File: src/rtl/uop_queue_pkg.sv
// Shared frontend definitions: the decoded micro-op entry carried from decode to rename.
package uop_queue_pkg;

  localparam int XLEN  = 32;
  localparam int REG_W = 5;
  localparam int BHR_W = 10;

  typedef struct packed {
    logic             uop;
    logic             eoi;
    logic [REG_W-1:0] dr;
    logic [REG_W-1:0] sr1;
    logic [REG_W-1:0] sr2;
    logic [XLEN-1:0]  imm;
    logic             use_imm;
    logic [XLEN-1:0]  pc;
    logic             exception;
    logic [BHR_W-1:0] bhr;
  } uop_entry_t;

  localparam int ENTRY_W = $bits(uop_entry_t);

endpackage

File: src/rtl/uop_queue_ram.sv
// Entry storage for the uop queue: one synchronous write port, one asynchronous read port.
// Contents are intentionally not reset; validity is tracked by the pointer logic.
module uop_queue_ram #(
  parameter int DEPTH = 8,
  parameter int W     = 93,
  parameter int AW    = $clog2(DEPTH)
) (
  input  logic          clk,
  input  logic          we,
  input  logic [AW-1:0] waddr,
  input  logic [W-1:0]  wdata,
  input  logic [AW-1:0] raddr,
  output logic [W-1:0]  rdata
);

  logic [W-1:0] mem [DEPTH];

  always_ff @(posedge clk) begin
    if (we) begin
      mem[waddr] <= wdata;
    end
  end

  assign rdata = mem[raddr];

endmodule

File: src/rtl/uop_queue.sv
// Decode-to-rename decoupling FIFO with a registered early stall that leaves SKID entries
// free for uops already in flight in the frontend when stall_out asserts.
module uop_queue #(
  parameter int XLEN  = uop_queue_pkg::XLEN,
  parameter int DEPTH = 8,
  parameter int SKID  = 2,
  parameter int BHR_W = uop_queue_pkg::BHR_W
) (
  input  logic                     clk,
  input  logic                     rst,
  input  logic                     flush,
  input  logic                     enq_valid,
  input  logic                     enq_uop,
  input  logic                     enq_eoi,
  input  logic [4:0]               enq_dr,
  input  logic [4:0]               enq_sr1,
  input  logic [4:0]               enq_sr2,
  input  logic [XLEN-1:0]          enq_imm,
  input  logic                     enq_use_imm,
  input  logic [XLEN-1:0]          enq_pc,
  input  logic                     enq_exception,
  input  logic [BHR_W-1:0]         enq_bhr,
  output logic                     stall_out,
  output logic                     deq_valid,
  input  logic                     deq_ready,
  output logic                     deq_uop,
  output logic                     deq_eoi,
  output logic [4:0]               deq_dr,
  output logic [4:0]               deq_sr1,
  output logic [4:0]               deq_sr2,
  output logic [XLEN-1:0]          deq_imm,
  output logic                     deq_use_imm,
  output logic [XLEN-1:0]          deq_pc,
  output logic                     deq_exception,
  output logic [BHR_W-1:0]         deq_bhr,
  output logic [$clog2(DEPTH):0]   count,
  output logic                     overflow_err
);

  import uop_queue_pkg::uop_entry_t;
  import uop_queue_pkg::ENTRY_W;

  localparam int AW = $clog2(DEPTH);
  localparam int CW = AW + 1;
  localparam logic [CW-1:0] FULL_CNT  = CW'(DEPTH);
  localparam logic [CW-1:0] STALL_CNT = CW'(DEPTH - SKID - 1);

  logic [AW-1:0] head, tail;
  logic [CW-1:0] count_next;
  logic          enq_fire, deq_fire, full;
  logic          stall_next, ovf_event;
  uop_entry_t    wr_entry, rd_entry;

  assign full      = (count == FULL_CNT);
  assign deq_valid = (count != '0);
  assign deq_fire  = deq_valid && deq_ready;
  assign enq_fire  = enq_valid && (!full || deq_fire) && !flush;
  // A flush-cycle enqueue is discarded by design, not a frontend protocol violation.
  assign ovf_event = enq_valid && full && !deq_fire && !flush;

  always_comb begin
    count_next = count;
    stall_next = 1'b0;
    if (flush) begin
      count_next = '0;
    end else begin
      count_next = count + CW'(enq_fire) - CW'(deq_fire);
      stall_next = (count_next > STALL_CNT);
    end
  end

  always_ff @(posedge clk or negedge rst) begin
    if (!rst) begin
      head         <= '0;
      tail         <= '0;
      count        <= '0;
      stall_out    <= 1'b0;
      overflow_err <= 1'b0;
    end else begin
      count     <= count_next;
      stall_out <= stall_next;
      if (ovf_event) begin
        overflow_err <= 1'b1;
      end
      if (flush) begin
        head <= '0;
        tail <= '0;
      end else begin
        // Power-of-two depth: pointer overflow is the wrap to entry 0.
        if (enq_fire) tail <= tail + 1'b1;
        if (deq_fire) head <= head + 1'b1;
      end
    end
  end

  always_comb begin
    wr_entry           = '0;
    wr_entry.uop       = enq_uop;
    wr_entry.eoi       = enq_eoi;
    wr_entry.dr        = enq_dr;
    wr_entry.sr1       = enq_sr1;
    wr_entry.sr2       = enq_sr2;
    wr_entry.imm       = enq_imm;
    wr_entry.use_imm   = enq_use_imm;
    wr_entry.pc        = enq_pc;
    wr_entry.exception = enq_exception;
    wr_entry.bhr       = enq_bhr;
  end

  uop_queue_ram #(
    .DEPTH (DEPTH),
    .W     (ENTRY_W),
    .AW    (AW)
  ) u_ram (
    .clk   (clk),
    .we    (enq_fire),
    .waddr (tail),
    .wdata (wr_entry),
    .raddr (head),
    .rdata (rd_entry)
  );

  assign deq_uop       = rd_entry.uop;
  assign deq_eoi       = rd_entry.eoi;
  assign deq_dr        = rd_entry.dr;
  assign deq_sr1       = rd_entry.sr1;
  assign deq_sr2       = rd_entry.sr2;
  assign deq_imm       = rd_entry.imm;
  assign deq_use_imm   = rd_entry.use_imm;
  assign deq_pc        = rd_entry.pc;
  assign deq_exception = rd_entry.exception;
  assign deq_bhr       = rd_entry.bhr;

endmodule

File: config.mk
export PLATFORM = sky130hd
export DESIGN_NAME = uop_queue
export DESIGN_NICKNAME = d
export VERILOG_FILES = /design/src/rtl/uop_queue_pkg.sv /design/src/rtl/uop_queue_ram.sv /design/src/rtl/uop_queue.sv
export SDC_FILE = /design/constraint.sdc
export NUM_CORES = 1
export LEC_CHECK = 0
export CAP_MARGIN = 10
export CORE_ASPECT_RATIO = 1.5
export CORE_MARGIN = 4
export CORE_UTILIZATION = 45
export DETAILED_ROUTE_END_ITERATION = 10
export PLACE_DENSITY_LB_ADDON = 0.3
export SYNTH_ARGS = -nofsm -noshare
export SYNTH_HDL_FRONTEND = slang
export SYNTH_SLANG_ARGS = --single-unit
File: constraint.sdc
create_clock -name clk -period 32.8 [get_ports clk]
set_clock_uncertainty 0.1 [all_clocks]
set_input_delay 4.92 -clock clk [delete_from_list [all_inputs] [get_ports clk]]
set_output_delay 4.92 -clock clk [all_outputs]
set_load 0.02 [all_outputs]
* Word-level counts from Yosys, hierarchy flattened
Memory sizes are Yosys's and may differ from the RTL's.
Cells that the tools add are included.
** Word-level totals
- Flip-flop bits (word level) :: 12
- RAM bits :: 744
- Bits of input ports :: 98
- Output and inout port bits :: 100
- Logic and storage cells :: 33
- Memories :: 1
** Cells by class
- $add $sub $neg :: 4
- $lt $le $gt $ge :: 1
- Equality and inequality tests :: 1
- Muxes and demuxes :: 8
- Reductions and logical operators :: 13
** Memory list
- u_ram.mem :: depth 8, bits a word 93, read ports 1, clocked after Yosys merged registers in 0, write ports 1, line uop_queue_ram.sv:16 : logic [W-1:0] mem [DEPTH];
** Operator list (count)
- $mux 3 :: 4
- $add 3x1->3 const B :: 2
- $logic_and 1x1->1 :: 6
- $add 4x1->4 :: 1
- $eq 4x4->1 const B :: 1
- $gt 4x3->1 const B :: 1
- $mux 4 :: 1
- $reduce_bool 2->1 :: 2
- $reduce_bool 4->1 :: 1
- $sub 4x1->4 :: 1
- $logic_not 1->1 :: 3
- $mux 1 :: 3
- $logic_or 1x1->1 :: 1

* Depth between registers and ports, before layout
Gate-level depths: netlist of run 1.
- Word-level depth :: 9
- Gate-level depth with buffers :: 13
- Mapped depth without buffers :: 12

* Hierarchy
From an unflattened synthesis of run 1, not the netlist that was laid out.
** Second synthesis, totals
- Cells, all modules :: 1162
- Area total of the unflattened synthesis :: 28726.3 µm²
** Modules (own cells, without submodules)
- uop_queue_ram :: times used 1, cells each 1088, area an instance 27965.6 µm², seq. area each 22341.4 µm²
- uop_queue :: times used 1, cells each 74, area an instance 760.7 µm², seq. area each 300.3 µm²

* Worst setup path before layout of run 1
Ideal clock, no wire load.
- Kind :: input-to-reg
- From :: input port deq_ready
- To :: memory u_ram.mem[0][0] (enable)
- Library setup time :: 0.805 ns
- Arrival time :: 14.985 ns
- Data required time :: 31.895 ns
- Setup slack :: 16.909 ns
- Cell stages on the path :: 3
- Buffers on the path :: 0
- Path through :: nor2b_1 o21ai_0 nor4b_1
** On the way
- Word-level cells in the longest chain between the ends :: 6
** Ends and longest elaborated chain
- start: declaration :: line uop_queue.sv:25 : input logic deq_ready,
- $logic_and 1x1->1 :: line uop_queue.sv:56 : assign deq_fire = deq_valid && deq_ready;
- $logic_or 1x1->1 :: line uop_queue.sv:57 : assign enq_fire = enq_valid && (!full || deq_fire) && !flush;
- $logic_and 1x1->1 (2 in a row) :: line uop_queue.sv:57
- $mux 1 :: line uop_queue_ram.sv:19 : if (we) begin
- $mux 1 (not written as such) :: line uop_queue_ram.sv:20 : mem[waddr] <= wdata;
- end: declaration :: line uop_queue_ram.sv:16
No other way between the ends.

* Worst setup path in the final report of run 1
- From :: register head[0]
- To :: output port deq_bhr[7]
** On the way
- Word-level cells in the longest chain between the ends :: 1
** Ends and longest elaborated chain
- start: declaration :: line uop_queue.sv:48 : logic [AW-1:0] head, tail;
- start signal: assignment :: line uop_queue.sv:91 : if (deq_fire) head <= head + 1'b1;
- $mem_v2 8x93
- end: declaration :: line uop_queue.sv:35 : output logic [BHR_W-1:0] deq_bhr,
No other way between the ends.

==> impl_metrics.toml, run 1 <==
[outcome]
status = "complete, no violations"

[timing]
final_max_slew_viol_count = 0
timing.fmax_ghz = 0.110
rsz0062_at_grt = "false"
layout_min_cycle_time_ps = 9090
period_share_pct = 27.7
hold_viol = 0
tightest_slew_ps = 1090
whs_ps = 377
setup_violations = 0
max_slew_margin_pct = 27.5
timing.setup.tns_ps = 0

[critical_path]
critical_path_required_ps = 27780
crit_family = "buffers and inverters"
critPathKind = "reg2out"
crit_path_max_fanout = 96
path_cells = "buf_12, mux4_2, mux2_2, clkdlybuf4s50_1"
rrSetupSlack_ps = 29430
regToRegEndpoint = "u_ram.mem[0][59]"
worstPathArrival_ps = 4070
rr_worst_depth = 7
path_buf_inv = 2
cpPeakStageDelay_ps = 1140
slowest_stage = "dfrtp_4"
start_kind = "flop"
r2r-start = "count[2]"
end_kind = "output port"

[power_and_ir_drop]
p_comb_share_pct = 18.5
peakVddDrop_mv = 0.0455
p_leak_nw = 10.5
seqPwrFrac_pct = 46.9
p_sw_share_pct = 24.0
pwr-share-clk_pct = 34.5
power.internal_mw = 1.82
powerDensity_nw_per_um2 = 70.3
p_switching_mw = 0.572

[worst_hold_path]
min_from = "overflow_err"
holdPathStages = 1
hold_path_end = "overflow_err"
hold_path.class = "reg2reg"

[route]
drt_iter0_markers = 750
routed_via_density = 5.56
routed_wl_um = 57400
drc = 0
first_pass_iters = 4
via_count = 12575
ant_nets = 0
wire_per_inst_um = 25.3

[global_route]
grt_pass1_vias = 13842
gr-total-overflow = 0
grt_pass1_wl_um = 86500
grt_usage_pct = 17.0
grt_max_degree = 97
antenna_found_initial = 5

[cts]
post-cts-setup-buffers = 0
ctsHoldBuffers = 0
cts_tree = "yes"
cts_resized = 0
clock_latency_ps = 590
numCtsBuffers = 71
cts_buffer_depth = 3
clk_pin_slew_worst_paths_ps = 60
cts.sinks = 756
htreeDepth = 3
cts_root_buffer = "clkbuf_16"

[yosys]
synth_edf_count = 744
ys_async_sr_fraction_pct = 1.59
synth_area_um2 = 28700
syn_inst = 1162
synth_compound_area_share_pct = 0.384
yosysWarnings = 0
ys.flop_type = "edfxtp_1"
synth-xor-area-share_pct = 0.0305
synth_top_family_by_area = "multiplexers"
synth_adder_area_share_pct = 0.419
syn-num-nets = 1269
ys_seq_area_share_pct = 78.9
synthMuxAreaShare_pct = 18.3
synth-simple-area-share_pct = 0.715
ys_seq_elements = 756
ys_types = 36
syn_avg_cell_area_um2 = 24.7

[floorplanning]
num_rows = 113
die_w_um = 214
initial_utilization_pct = 45.4
pin_count = 198
placeableCoreArea_um2 = 63200
die_area_um2 = 68000
die_h_um = 317

[placed_design]
dpl.hpwl_um = 30100
place.gp.congestion = 0.697
port_buffers = 197

[cells_and_area]
fin_util_pct = 53.7
mostFrequentLayoutCell = "edfxtp_1"
drive_gt1_share_pct = 28.9
nets = 1507
synthToLayoutAreaGrowth_pct = 18.3
final_cell_mix = "744 x edfxtp_1, 197 x clkdlybuf4s50_1, 186 x mux4_2"

[flow_run]
cap_violations = 0
==> registers in the layout (all words and copies together), names as in the netlist <==
name          flops
count             4
head              3
overflow_err      1
stall_out         1
tail              3
u_ram.mem       744
==> final cells by class <==
cell class,instances,area (µm²)
fillers,4763,29200
flip-flops and latches,756,22600
multi-input cells,342,5740
repair buffers,220,2160
clock buffers,93,1950
well taps,805,1010
clock inverters,36,410
inverters,9,36.3
diodes,2,5.00
==> logic make-up (layout without fill, tap and decap cells) <==
family,after synthesis,count (layout)
flip-flops,756,756
multiplexers,280,280
buffers and inverters,64,358
AND/OR/NAND/NOR,35,35
AO/OA/AOI/OAI,17,17
adder cells (fa/ha/maj),9,9
XOR/XNOR,1,1
other,0,2
==> synthesized netlist by cell type, drive strengths merged (4+ instances only) <==
master / instances / area share, %
dfrtp: 12 / 1.0
mux4: 186 / 15
a21oi: 4 / 0.070
inv: 9 / 0.12
nor2: 7 / 0.092
nand2b: 5 / 0.11
nor2b: 4 / 0.087
clkbuf: 20 / 0.26
buf: 35 / 0.88
o21ai: 5 / 0.087
ha: 8 / 0.35
mux2: 93 / 3.6
edfxtp: 744 / 78
==> power by group through the flow <==
stage / logic (mW) / registers, mW / clock network, mW
finish: 0.443 / 1.12 / 0.824
global route: 0.474 / 1.13 / 0.891
CTS: 0.455 / 1.12 / 0.848
detailed placement: 0.452 / 1.14 / 0
global placement: 0.449 / 1.14 / 0
floorplan: 0.306 / 1.13 / 0
==> stage by stage <==
step / area [µm²] / power (mW) / worst slack (ps) / instances
after floorplan: 28700 / 1.44 / 16910 / 1162
after global placement: 31600 / 1.59 / 24220 / 2132
after detailed placement: 31600 / 1.60 / 24200 / 2132
after CTS: 34000 / 2.42 / 23530 / 2261
after global routing: 34000 / 2.49 / 23350 / 2263
final: 34000 / 2.39 / 23710 / 2263
==> how the worst max path moves through the flow <==
stage | slack, ps | from | cells past startpoint | endpoint
3_5_place_dp | 24200 | head[0] | 4 | deq_dr[4]
6_report | 23710 | head[0] | 4 | deq_bhr[7]
2_1_floorplan | 16910 | deq_ready | 3 | u_ram.mem[0][0]
3_3_place_gp | 24220 | head[0] | 4 | deq_dr[4]
4_1_cts | 23530 | head[0] | 4 | deq_dr[4]
5_1_grt | 23350 | head[0] | 4 | deq_bhr[7]
==> per-layer routing <==
metal | up-vias | routed length [µm] | track usage (%)
li1 | 5450 | - | -
met1 | 6735 | 22700 | 20.7
met2 | 292 | 30600 | 30.7
met3 | 92 | 2640 | 3.57
met4 | 6 | 1390 | 5.12
met5 | - | 41 | 0
No activity file was read; power rests on OpenSTA's default activity.
==> run 2: changes to the inputs <==
==> constraint.sdc (replaced) <==
create_clock -name clk -period 8.8 [get_ports clk]
set_clock_uncertainty 0.1 [all_clocks]
set_input_delay 1.32 -clock clk [delete_from_list [all_inputs] [get_ports clk]]
set_output_delay 1.32 -clock clk [all_outputs]
set_load 0.02 [all_outputs]
==> impl_metrics.toml, run 2 (synthesis gave the netlist of run 1 again) <==
[critical_path]
crit_path_max_fanout = 53
cpPeakStageDelay_ps = 710
end_kind = "output port"
slowest_stage = "buf_4"
worstPathArrival_ps = 4030
cpMostUsedCell = "buf_4"
critical_path_required_ps = 7380
r2r-start = "count[2]"
critPathKind = "reg2out"
path_cells = "buf_4, buf_4, mux4_2, mux2_2, clkdlybuf4s50_1"
crit_family = "buffers and inverters"
path_buf_inv = 3
start_kind = "flop"
crit_start = "head[1]"

[route]
routed_wl_um = 57200
ant_nets = 0
via_count = 12611
drt_iter0_markers = 1007
routed_via_density = 5.58
first_pass_iters = 5
drc = 0
wire_per_inst_um = 25.3

[timing]
layout_min_cycle_time_ps = 5450
tightest_slew_ps = 1060
rsz0062_at_grt = "false"
final_max_slew_viol_count = 0
hold_viol = 0
max_slew_margin_pct = 29.6
period_share_pct = 61.9
setup_violations = 0
whs_ps = 374
timing.fmax_ghz = 0.184

[power_and_ir_drop]
pwr-share-clk_pct = 32.9
p_leak_nw = 10.4
p_sw_share_pct = 24.5
seqPwrFrac_pct = 47.7
peakVddDrop_mv = 0.194
p_switching_mw = 2.13
p_comb_share_pct = 19.3
total_power_mw = 8.71
power.internal_mw = 6.57
powerDensity_nw_per_um2 = 258

[worst_hold_path]
hold_path.class = "reg2reg"
min_from = "overflow_err"

[global_route]
antenna_found_initial = 5
grt_max_degree = 100
grt_pass1_wl_um = 87600
grt_pass1_vias = 14050
grt_usage_pct = 17.2
gr-total-overflow = 0

[floorplanning]
placeableCoreArea_um2 = 63200
die_h_um = 317
num_rows = 113
die_area_um2 = 68000
initial_utilization_pct = 45.4
die_w_um = 214
pin_count = 198

[placed_design]
dpl.hpwl_um = 31200
place.gp.congestion = 0.747
port_buffers = 197
dpl_cell_area_um2 = 31600

[cells_and_area]
regMostFlops = "u_ram.mem"
drive_gt1_share_pct = 28.3
fillerInstances = 4782
largest_reg_flops = 744
nets = 1506
synthToLayoutAreaGrowth_pct = 17.8
mostFrequentLayoutCell = "edfxtp_1"
final_cell_mix = "744 x edfxtp_1, 197 x clkdlybuf4s50_1, 186 x mux4_2"
final_area_um2 = 33800
top_regs = "u_ram.mem: 744 flops, count: 4 flops"

[cts]
clock_latency_ps = 600
htreeDepth = 3
ctsHoldBuffers = 0
cts_tree = "yes"
numCtsBuffers = 71
cts_root_buffer = "clkbuf_16"
cts_buffer_depth = 3
cts.sinks = 756
cts_resized = 0
post-cts-setup-buffers = 0
clk_pin_slew_worst_paths_ps = 60

[outcome]
status = "complete, no violations"

[flow_run]
cap_violations = 0
run 2: changes by cell type in the layout (fill, tap and decap cells not counted), moves of 2 or more:
| cell | previous run | this run |
|---|---|---|
| clkinvlp_4 | 5 | 3 |
| buf_4 | 22 | 19 |
| bufinv_16 | 8 | 3 |
| clkinv_1 | 7 | 15 |
| nor4_2 | 2 | 0 |
| clkinv_8 | 2 | 0 |
| inv_6 | 0 | 4 |
| buf_12 | 1 | 3 |
| nor4_4 | 0 | 2 |
| clkbuf_16 | 75 | 73 |
run 2: layer usage:
metal	GRT usage (%)	part of all wire, %	wire [µm]
met1	20.5	38	21700
met2	31.3	55	31300
met3	3.44	4.9	2780
met4	6.04	2.6	1470
met5	0	0.023	13
run 2: power by group through the flow:
stage	Clock, mW	Combinational (mW)	Sequential (mW)
floorplan	0	1.14	4.21
global placement	0	1.72	4.23
detailed placement	0	1.72	4.24
CTS	2.96	1.74	4.16
global route	3.11	1.82	4.17
finish	2.87	1.68	4.15
run 2: final timing paths:
path | slack, ps | endpoint | cells after the start
max reg2reg | 5110 | u_ram.mem[1][13] | 7
min | 370 | overflow_err | 1
max in group asynchronous | 7190 | head[0] | 1
max | 3350 | deq_imm[12] | 5
min in group asynchronous | 990 | count[1] | 1
min reg2reg | 370 | overflow_err | 1
run 2: layout make-up:
| class | count | area, µm² | area share [%] |
|---|---|---|---|
| tap | 805 | 1010 | 2.98 |
| timing repair buffer | 219 | 2170 | 6.43 |
| antenna | 3 | 7.51 | 0.0222 |
| multi-input combinational | 342 | 5770 | 17.1 |
| clock buffer | 89 | 1890 | 5.58 |
| sequential | 756 | 22600 | 67.0 |
| clock inverter | 38 | 269 | 0.796 |
| inverter | 9 | 36.3 | 0.107 |
run 2: through the flow:
step	cells	util, %	TNS [ps]	setup slack, ps
2_1_floorplan	1162	-	-56750	-222
3_5_place_dp	2131	50.1	0	3850
6_report	2261	53.5	0	3350
3_3_place_gp	2131	50.1	0	3850
4_1_cts	2258	53.5	0	3240
5_1_grt	2260	53.5	0	3160
==> run 3: changes to the inputs <==
==> constraint.sdc (replaced) <==
create_clock -name clk -period 5.2 [get_ports clk]
set_clock_uncertainty 0.1 [all_clocks]
set_input_delay 0.78 -clock clk [delete_from_list [all_inputs] [get_ports clk]]
set_output_delay 0.78 -clock clk [all_outputs]
set_load 0.02 [all_outputs]
==> impl_metrics.toml, run 3 (synthesis gave the netlist of run 1 again) <==
[power_and_ir_drop]
pwr-share-clk_pct = 33.3
power.internal_mw = 11.2
powerDensity_nw_per_um2 = 436
p_sw_share_pct = 24.5
seqPwrFrac_pct = 47.2
p_switching_mw = 3.65
p_leak_nw = 10.5
peakVddDrop_mv = 0.320
p_comb_share_pct = 19.4

[cts]
ctsHoldBuffers = 0
cts_root_buffer = "clkbuf_16"
cts_tree = "yes"
numCtsBuffers = 71
clk_pin_slew_worst_paths_ps = 70
htreeDepth = 3
cts_buffer_depth = 3
cts.sinks = 756
cts_resized = 0
post-cts-setup-buffers = 0
clock_latency_ps = 600

[route]
routed_via_density = 5.58
first_pass_iters = 5
ant_nets = 0
drt_iter0_markers = 918
via_count = 12668
drc = 0
wire_per_inst_um = 25.3
routed_wl_um = 57500

[timing]
timing.setup.tns_ps = 0
layout_min_cycle_time_ps = 4290
hold_viol = 0
period_share_pct = 82.5
rsz0062_at_grt = "false"
timing.fmax_ghz = 0.233
final_max_slew_viol_count = 0
setup_violations = 0
tightest_slew_ps = 871
max_slew_margin_pct = 41.7

[floorplanning]
placeableCoreArea_um2 = 63200
die_area_um2 = 68000
num_rows = 113
pin_count = 198
initial_utilization_pct = 45.4
die_h_um = 317
die_w_um = 214

[critical_path]
path_buf_inv = 2
slowest_stage = "dfrtp_4"
critPathKind = "reg2out"
start_kind = "flop"
worstPathArrival_ps = 3410
crit_family = "buffers and inverters"
cpPeakStageDelay_ps = 880
end_kind = "output port"
critical_path_required_ps = 4320
crit_path_max_fanout = 33
path_cells = "buf_4, mux4_2, mux2_2, clkdlybuf4s50_1"

[placed_design]
place.gp.congestion = 0.759
port_buffers = 197
dpl_cell_area_um2 = 31900
dpl.hpwl_um = 30900

[global_route]
grt_max_degree = 86
gr-total-overflow = 0
grt_pass1_wl_um = 87500
grt_pass1_vias = 13822
antenna_found_initial = 5
grt_usage_pct = 17.1

[worst_hold_path]
hold_path.class = "reg2reg"

[cells_and_area]
largest_reg_flops = 744
synthToLayoutAreaGrowth_pct = 18.9
regMostFlops = "u_ram.mem"
top_regs = "u_ram.mem: 744 flops, count: 4 flops"
final_area_um2 = 34100
drive_gt1_share_pct = 29.2
final_cell_mix = "744 x edfxtp_1, 197 x clkdlybuf4s50_1, 186 x mux4_2"
nets = 1518
mostFrequentLayoutCell = "edfxtp_1"
fillerInstances = 4735

[flow_run]
cap_violations = 0

[outcome]
status = "complete, no violations"
run 3: cell types whose count changed in the layout (fill, tap and decap cells not counted), moves of 2 or more:
cell      before  now
buf_12         3   15
clkbuf_1      16   10
nor3_2         3    0
nor3_4         0    3
clkinv_4       0    2
inv_6          4    2
run 3: cell type report:
type	instances	area (µm²)	share of cell area, %
antenna	3	7.51	0.0220
tap	805	1010	2.95
multi-input combinational	342	5780	17.0
sequential	756	22600	66.4
clock buffer	84	1890	5.54
clock inverter	42	334	0.979
inverter	9	36.3	0.106
timing repair buffer	231	2410	7.07
run 3: power by group through the flow:
| stage | clock [mW] | sequential (mW) | combinational [mW] |
|---|---|---|---|
| 2_1_floorplan | 0 | 7.12 | 1.94 |
| 3_3_place_gp | 0 | 7.16 | 2.94 |
| 3_5_place_dp | 0 | 7.17 | 2.95 |
| 4_1_cts | 5.11 | 7.04 | 2.96 |
| 5_1_grt | 5.38 | 7.06 | 3.11 |
| 6_report | 4.96 | 7.04 | 2.89 |
run 3: worst paths after layout:
check,cells after the start,startpoint,endpoint,slack [ps]
min in group asynchronous,1,rst,overflow_err,450
worst min-delay path,1,overflow_err,overflow_err,380
worst max-delay path,4,head[0],deq_imm[31],910
max in group asynchronous,1,rst,head[1],4120
worst max register to register,12,count[2],stall_out,2110
worst min register to register,1,overflow_err,overflow_err,380
run 3: stage by stage:
step / hold slack [ps] / util [%] / std cells / setup slack (ps) / power [mW]
after detailed placement: 367 / 50.5 / 2142 / 1410 / 10.1
after global placement: 357 / 50.5 / 2142 / 1430 / 10.1
final: 377 / 54.0 / 2272 / 913 / 14.9
after global routing: 391 / 54.0 / 2271 / 669 / 15.5
after floorplan: 384 / - / 1162 / -1960 / 9.05
after CTS: 384 / 54.0 / 2268 / 777 / 15.1
run 3: metal layers:
metal | wire [µm] | track usage, % | vias up
met5 | 21 | 0 | -
met3 | 3180 | 3.70 | 79
met4 | 1180 | 4.78 | 4
met2 | 30800 | 30.8 | 345
met1 | 22400 | 21.2 | 6762
li1 | - | - | 5478
